$ cat src/rtl/conv_enc_pkg.sv
// Shared definitions for the convolutional-encoder block scheduler.
// Holds the scheduler FSM encoding, block sizes in bytes, encoder startup
// blanking length and the per-block context latched at grant time.
package conv_enc_pkg;

    localparam int NUM_REQ         = 2;
    localparam int BYTE_W          = 8;
    localparam int CNT_W           = 11;   // holds LARGE_BYTES
    localparam int SMALL_BYTES     = 132;  // 1056 bits
    localparam int LARGE_BYTES     = 768;  // 6144 bits
    localparam int ENC_STARTUP_CYC = 2;
    localparam int RD_LAT          = 1;    // encoder output FIFO read latency

    typedef enum logic [1:0] {
        ST_IDLE,
        ST_START,
        ST_ENCODE,
        ST_DRAIN
    } sched_state_e;

    typedef struct packed {
        logic              len;
        logic [BYTE_W-1:0] tail;
        logic              src;
    } blk_ctx_t;

    function automatic logic [CNT_W-1:0] blk_bytes(input logic len);
        return len ? CNT_W'(LARGE_BYTES) : CNT_W'(SMALL_BYTES);
    endfunction

endpackage

$ cat src/rtl/rr_arb2.sv
// Two-way round-robin picker.
//   clk, reset : rising-edge clock, synchronous active-high reset
//   req        : request vector
//   accept     : the current grant is taken; priority moves past the winner
//   grant      : one-hot grant, 0 when nothing requests
module rr_arb2 (
    input  logic       clk,
    input  logic       reset,
    input  logic [1:0] req,
    input  logic       accept,
    output logic [1:0] grant
);
    logic ptr;   // requester currently holding priority
    logic other;

    assign other = ~ptr;

    always_comb begin
        grant = 2'b00;
        if (req[ptr])        grant[ptr]   = 1'b1;
        else if (req[other]) grant[other] = 1'b1;
    end

    always_ff @(posedge clk) begin
        if (reset)                 ptr <= 1'b0;
        else if (accept && |grant) ptr <= ~grant[1];
    end
endmodule

$ cat src/rtl/conv_enc_sched.sv
// Schedules code blocks from two requesters onto one shared encoder, then
// drains the encoder's output FIFOs to a downstream byte stream.
//   clk, reset           : rising-edge clock, synchronous active-high reset
//   req/req_len/req_tail : per-requester ready flag, size select, tail byte
//   src_*                : per-requester block FIFO, muxed to the encoder
//   grant                : one-hot current owner of the encoder
//   enc_*                : encoder handshake (block ready, len, tail, data)
//   drain_rdreq          : read strobe to the encoder output FIFOs
//   out_valid/last/src   : output byte qualifiers, out_ready from downstream
//   busy                 : FSM not idle
// Optional: CONV_SCHED_STATS_EN adds blk_cnt0/blk_cnt1 completed-block counts.
module conv_enc_sched
    import conv_enc_pkg::*;
(
    input  logic                            clk,
    input  logic                            reset,
    input  logic [NUM_REQ-1:0]              req,
    input  logic [NUM_REQ-1:0]              req_len,
    input  logic [NUM_REQ-1:0][BYTE_W-1:0]  req_tail,
    input  logic [NUM_REQ-1:0][BYTE_W-1:0]  src_data,
    input  logic [NUM_REQ-1:0]              src_empty,
    output logic [NUM_REQ-1:0]              src_rdreq,
    output logic [NUM_REQ-1:0]              grant,
    output logic                            enc_blk_ready,
    output logic                            enc_len,
    output logic [BYTE_W-1:0]               enc_tail,
    output logic [BYTE_W-1:0]               enc_blk_data,
    output logic                            enc_blk_empty,
    input  logic                            enc_blk_rdreq,
    input  logic                            enc_done,
    output logic                            drain_rdreq,
    output logic                            out_valid,
    output logic                            out_last,
    output logic                            out_src,
    input  logic                            out_ready,
    output logic                            busy
`ifdef CONV_SCHED_STATS_EN
    ,
    output logic [15:0]                     blk_cnt0,
    output logic [15:0]                     blk_cnt1
`endif
);
    sched_state_e         state, state_nxt;
    logic [NUM_REQ-1:0]   arb_gnt;
    logic [NUM_REQ-1:0]   grant_q;
    blk_ctx_t             ctx_q;
    logic [1:0]           su_cnt;
    logic                 su_done;
    logic [CNT_W-1:0]     byte_cnt;
    logic [RD_LAT:1]      vld_pipe;
    logic [RD_LAT:1]      last_pipe;
    logic                 win;
    logic                 take;

    assign take = (state == ST_IDLE) && |req;
    assign win  = arb_gnt[1];

    rr_arb2 u_arb (
        .clk    (clk),
        .reset  (reset),
        .req    (req),
        .accept (take),
        .grant  (arb_gnt)
    );

    // Encoder may leave enc_done high from the previous block; blank it
    // until it has had ENC_STARTUP_CYC cycles to clear.
    assign su_done = (su_cnt == 2'(ENC_STARTUP_CYC));

    always_ff @(posedge clk) begin
        if (reset) state <= ST_IDLE;
        else       state <= state_nxt;
    end

    always_comb begin
        state_nxt = state;
        case (state)
            ST_IDLE:   if (|req)               state_nxt = ST_START;
            ST_START:                          state_nxt = ST_ENCODE;
            ST_ENCODE: if (su_done && enc_done) state_nxt = ST_DRAIN;
            ST_DRAIN:  if (out_last)           state_nxt = ST_IDLE;
            default:                           state_nxt = ST_IDLE;
        endcase
    end

    assign busy          = (state != ST_IDLE);
    assign enc_blk_ready = (state == ST_START);
    assign drain_rdreq   = (state == ST_DRAIN) && out_ready && (byte_cnt != '0);
    assign out_valid     = vld_pipe[RD_LAT];
    assign out_last      = last_pipe[RD_LAT];
    assign grant         = grant_q;
    assign enc_len       = ctx_q.len;
    assign enc_tail      = ctx_q.tail;
    assign out_src       = ctx_q.src;

    always_ff @(posedge clk) begin
        if (reset) begin
            grant_q   <= '0;
            ctx_q     <= '0;
            su_cnt    <= '0;
            byte_cnt  <= '0;
            vld_pipe  <= '0;
            last_pipe <= '0;
        end else begin
            // Output FIFO read latency: qualifiers trail the strobe.
            vld_pipe  <= (vld_pipe << 1)  | RD_LAT'(drain_rdreq);
            last_pipe <= (last_pipe << 1) | RD_LAT'(drain_rdreq && byte_cnt == CNT_W'(1));
            case (state)
                ST_IDLE: if (take) begin
                    grant_q <= arb_gnt;
                    ctx_q   <= '{len: req_len[win], tail: req_tail[win], src: win};
                end
                ST_START: su_cnt <= '0;
                ST_ENCODE: begin
                    if (!su_done) su_cnt <= su_cnt + 2'd1;
                    if (state_nxt == ST_DRAIN) byte_cnt <= blk_bytes(ctx_q.len);
                end
                ST_DRAIN: begin
                    if (drain_rdreq) byte_cnt <= byte_cnt - CNT_W'(1);
                    if (out_last)    grant_q  <= '0;
                end
                default: ;
            endcase
        end
    end

    // Block-FIFO path follows the latched owner; parked when nobody owns it.
    always_comb begin
        enc_blk_data  = '0;
        enc_blk_empty = 1'b1;
        src_rdreq     = '0;
        if (|grant_q) begin
            enc_blk_data           = src_data[ctx_q.src];
            enc_blk_empty          = src_empty[ctx_q.src];
            src_rdreq[ctx_q.src]   = enc_blk_rdreq;
        end
    end

`ifdef CONV_SCHED_STATS_EN
    always_ff @(posedge clk) begin
        if (reset) begin
            blk_cnt0 <= '0;
            blk_cnt1 <= '0;
        end else if (out_last) begin
            if (ctx_q.src) blk_cnt1 <= blk_cnt1 + 16'd1;
            else           blk_cnt0 <= blk_cnt0 + 16'd1;
        end
    end
`endif
endmodule

$ cat config.mk
export PLATFORM = sky130hd
export DESIGN_NAME = conv_enc_sched
export DESIGN_NICKNAME = d
export VERILOG_FILES = /design/src/rtl/conv_enc_pkg.sv /design/src/rtl/rr_arb2.sv /design/src/rtl/conv_enc_sched.sv
export SDC_FILE = /design/constraint.sdc
export NUM_CORES = 1
export LEC_CHECK = 0
export CAP_MARGIN = 20
export CORE_MARGIN = 5
export CORE_UTILIZATION = 35
export DETAILED_ROUTE_END_ITERATION = 6
export HOLD_SLACK_MARGIN = 0.03
export PLACE_DENSITY = 0.66
export SETUP_SLACK_MARGIN = 0.02
export SLEW_MARGIN = 20
export SYNTH_ARGS = -nofsm -noshare
export SYNTH_HDL_FRONTEND = slang
export SYNTH_SLANG_ARGS = --single-unit
$ cat constraint.sdc
create_clock -name clk -period 1.9 [get_ports clk]
set_input_delay 0.38 -clock clk [delete_from_list [all_inputs] [get_ports clk]]
set_output_delay 0.38 -clock clk [all_outputs]
set_load 0.05 [all_outputs]
==> metrics.cfg <==
[global_route]
grt_pass1_vias=1825
grt_pass1_wl_mm=8.162
antenna_found_initial=0
grt_usage=0.1583
overflow=0
grt_max_degree=30

[sta]
slew_headroom=0.6577
hold_violations=0
setup_viol=7
slew_viol_final=0
worst_slack_ps=-340.6
period_minus_slack_ps=2241
fmax_mhz=446.3
skew_ps=8.317
grt_setup_unrepaired=yes
hold_ws_ps=487.0
worst_pin_slew_ps=511.8
finalCritPeriodShare=1.179

[setup_path]
cp-startpoint=byte_cnt[3]
critPathTopFamily=simple AND/OR/NAND/NOR gates
critPathKind=reg -> out
critPathMaxStageDelay_ps=550
crit_fanout=2
rrSetupSlack_ps=-170
worstSetupStartpointType=flop
crit_chain=or4_4, o41ai_4, bufinv_8, buf_8
critPathBufInv=2
regToRegStartpoint=byte_cnt[3]
cp_slowest_cell=or4_4
crit_required_ps=1520
rr_worst_depth=7
r2r_end=byte_cnt[3]
crit_path_end_kind=primary output
cp.arrival_ps=1860

[yosys]
syn_inst=207
async_reset_ff_frac=0
yosysSeqAreaShare=0.3527
synth_edf_count=0
ys_warn_count=0
ys.flop_type=dfxtp_1
yosys_register_bits=30
syn-num-nets=253
synth_cell_types=46
syn_avg_cell_area_sq_um=8.226
syn-cell-area_sq_um=1703

[drt]
vias=1833
drtAntennaViolNets=0
post-route-drc-count=0
wl_per_cell_um=13.54
drt-pass1-iter-count=4
drt_iter0_markers=60
routed_wl_mm=5.038
routed_via_density=4.927

[finish]
n_fill_cell=393
final_cell_mix=clkdlybuf4s50_1 (48), buf_4 (36), dfxtp_1 (29), nor2_1 (20), mux2i_1 (18)
finalInstanceArea_sq_um=3005
antenna_cells=0
fin_util=0.6363
drive_gt1_frac=0.2951
final_nets=350
area_growth_pct=76.49
final_common_cell=clkdlybuf4s50_1

[hold_path]
hold_end=u_arb.ptr
worstHoldPathCells=2
hold_start=u_arb.ptr
hp-class=reg -> reg

[floorplan]
start_util=0.3605
die_w_um=79.75
dieArea_sq_um=6360
core_sq_um=4723
fp.dieH_um=79.75
io_pins=71
rows=25

[pwr]
finalPower_mw=2.087
vdd_ir_drop_max_mv=0.4505
power_density_nw_per_um2=694.6
leakagePower_nw=1.222

[clock_tree]
clock_tree.root_cell=clkbuf_8
clk_pin_slew_worst_paths_ps=60
cts.sinks=30
htreeDepth=2
cts_tree=done
cts.path.max_buffers=2
cts_buffers=5
clk_latency_ps=280

[placement]
port_buffers=70
dp_slack_ps=-144.4
placed_area_sq_um=2831
hpwl_mm=3.950
routabilityCongestion=0.8574

[outcome]
violations=setup timing
status=finished, violations left

[run]
cap_viol_max_count=0

-- stage by stage --
| stage | TNS (ps) | instances |
|---|---|---|
| global route | -1440 | 372 |
| CTS | -1023 | 372 |
| finish | -969.6 | 372 |
| floorplan | -723.0 | 207 |
| global placement | -608.6 | 362 |
| detailed placement | -696.1 | 362 |
-- cell type report --
type | instances | area [sq um] | share of cell area
tap | 67 | 83.83 | 0.02789
multi-input combinational | 153 | 1070 | 0.3560
clock buffer | 8 | 110.1 | 0.03664
timing repair buffer | 101 | 1077 | 0.3585
sequential | 30 | 601.8 | 0.2002
inverter | 13 | 62.56 | 0.02082
-- flip-flops by register name, indices dropped and copies added (netlist names) --
| signal | flops |
|---|---|
| out_last | 1 |
| u_arb.ptr | 1 |
| enc_tail | 8 |
| out_valid | 1 |
| enc_len | 1 |
| byte_cnt | 11 |
| state | 2 |
| grant | 2 |
| out_src | 1 |
| su_cnt | 2 |
-- cells in the mapped netlist, drive strengths merged, types with 2 or more instances --
master | count | area (sq um)
buf | 4 | 23.77
or4 | 3 | 27.53
nand2 | 15 | 56.30
or3 | 3 | 18.77
nor2 | 30 | 112.6
a21oi | 13 | 72.57
clkbuf | 7 | 26.28
nor3 | 4 | 20.02
o21ai | 7 | 35.03
nand4 | 4 | 25.02
o32ai | 3 | 33.79
mux2i | 18 | 180.2
a21o | 2 | 15.01
dfxtp | 30 | 600.6
o22ai | 2 | 12.51
a211oi | 12 | 90.09
a2bb2oi | 2 | 17.52
a31oi | 2 | 12.51
inv | 13 | 48.79
nor4 | 2 | 12.51
ha | 3 | 37.54
o21a | 2 | 15.01
nand2b | 4 | 25.02
nand3 | 7 | 35.03
-- cell families after synthesis --
family / Yosys count / share of synthesized area
and+or+nand+nor: 80 / 0.2307
DFF: 30 / 0.3527
muxes: 19 / 0.1124
xor gates and xnor gates: 1 / 0.005144
adders and majority gates: 3 / 0.02204
AOI/OAI and AO/OA: 50 / 0.2190
buffers and inverters: 24 / 0.05804
-- how the worst max path moves through the flow --
| stage | slack (ps) | to | cells after the start |
|---|---|---|---|
| final | -340 | drain_rdreq | 4 |
| after global routing | -390 | drain_rdreq | 4 |
| after CTS | -350 | drain_rdreq | 4 |
| after detailed placement | -140 | drain_rdreq | 4 |
| after global placement | -150 | drain_rdreq | 4 |
| after floorplan | -190 | enc_blk_data[7] | 2 |
-- routing by layer --
metal  vias up  GRT usage  share of wire  routed length [um]
li1        946          -              -                   -
met5         -          0              0                   0
met4         0    0.03716         0.0081                  41
met2        57     0.2771           0.50                2536
met1       823     0.1920           0.43                2171
met3         7    0.04289          0.057                 289
-- repair_timing --
item	in CTS	in global routing
endpoints found under the hold margin	0	0
pin swaps	4	1
setup endpoints to repair	16	17
gates cloned	0	0
setup buffers	2	0
gates resized for setup	6	8
hold buffers	0	0
-- worst min-delay path, cell delays in order (launching register included) --
cell and delay [ps]:
dfxtp_1 330, nand2_1 60, a21oi_1 50
-- where the power goes --
group          switching, mW  internal, mW
clock network          0.232         0.365
registers             0.0384         0.672
logic                  0.416         0.363
total                  0.687          1.40
(Power assumes the default switching activity.)
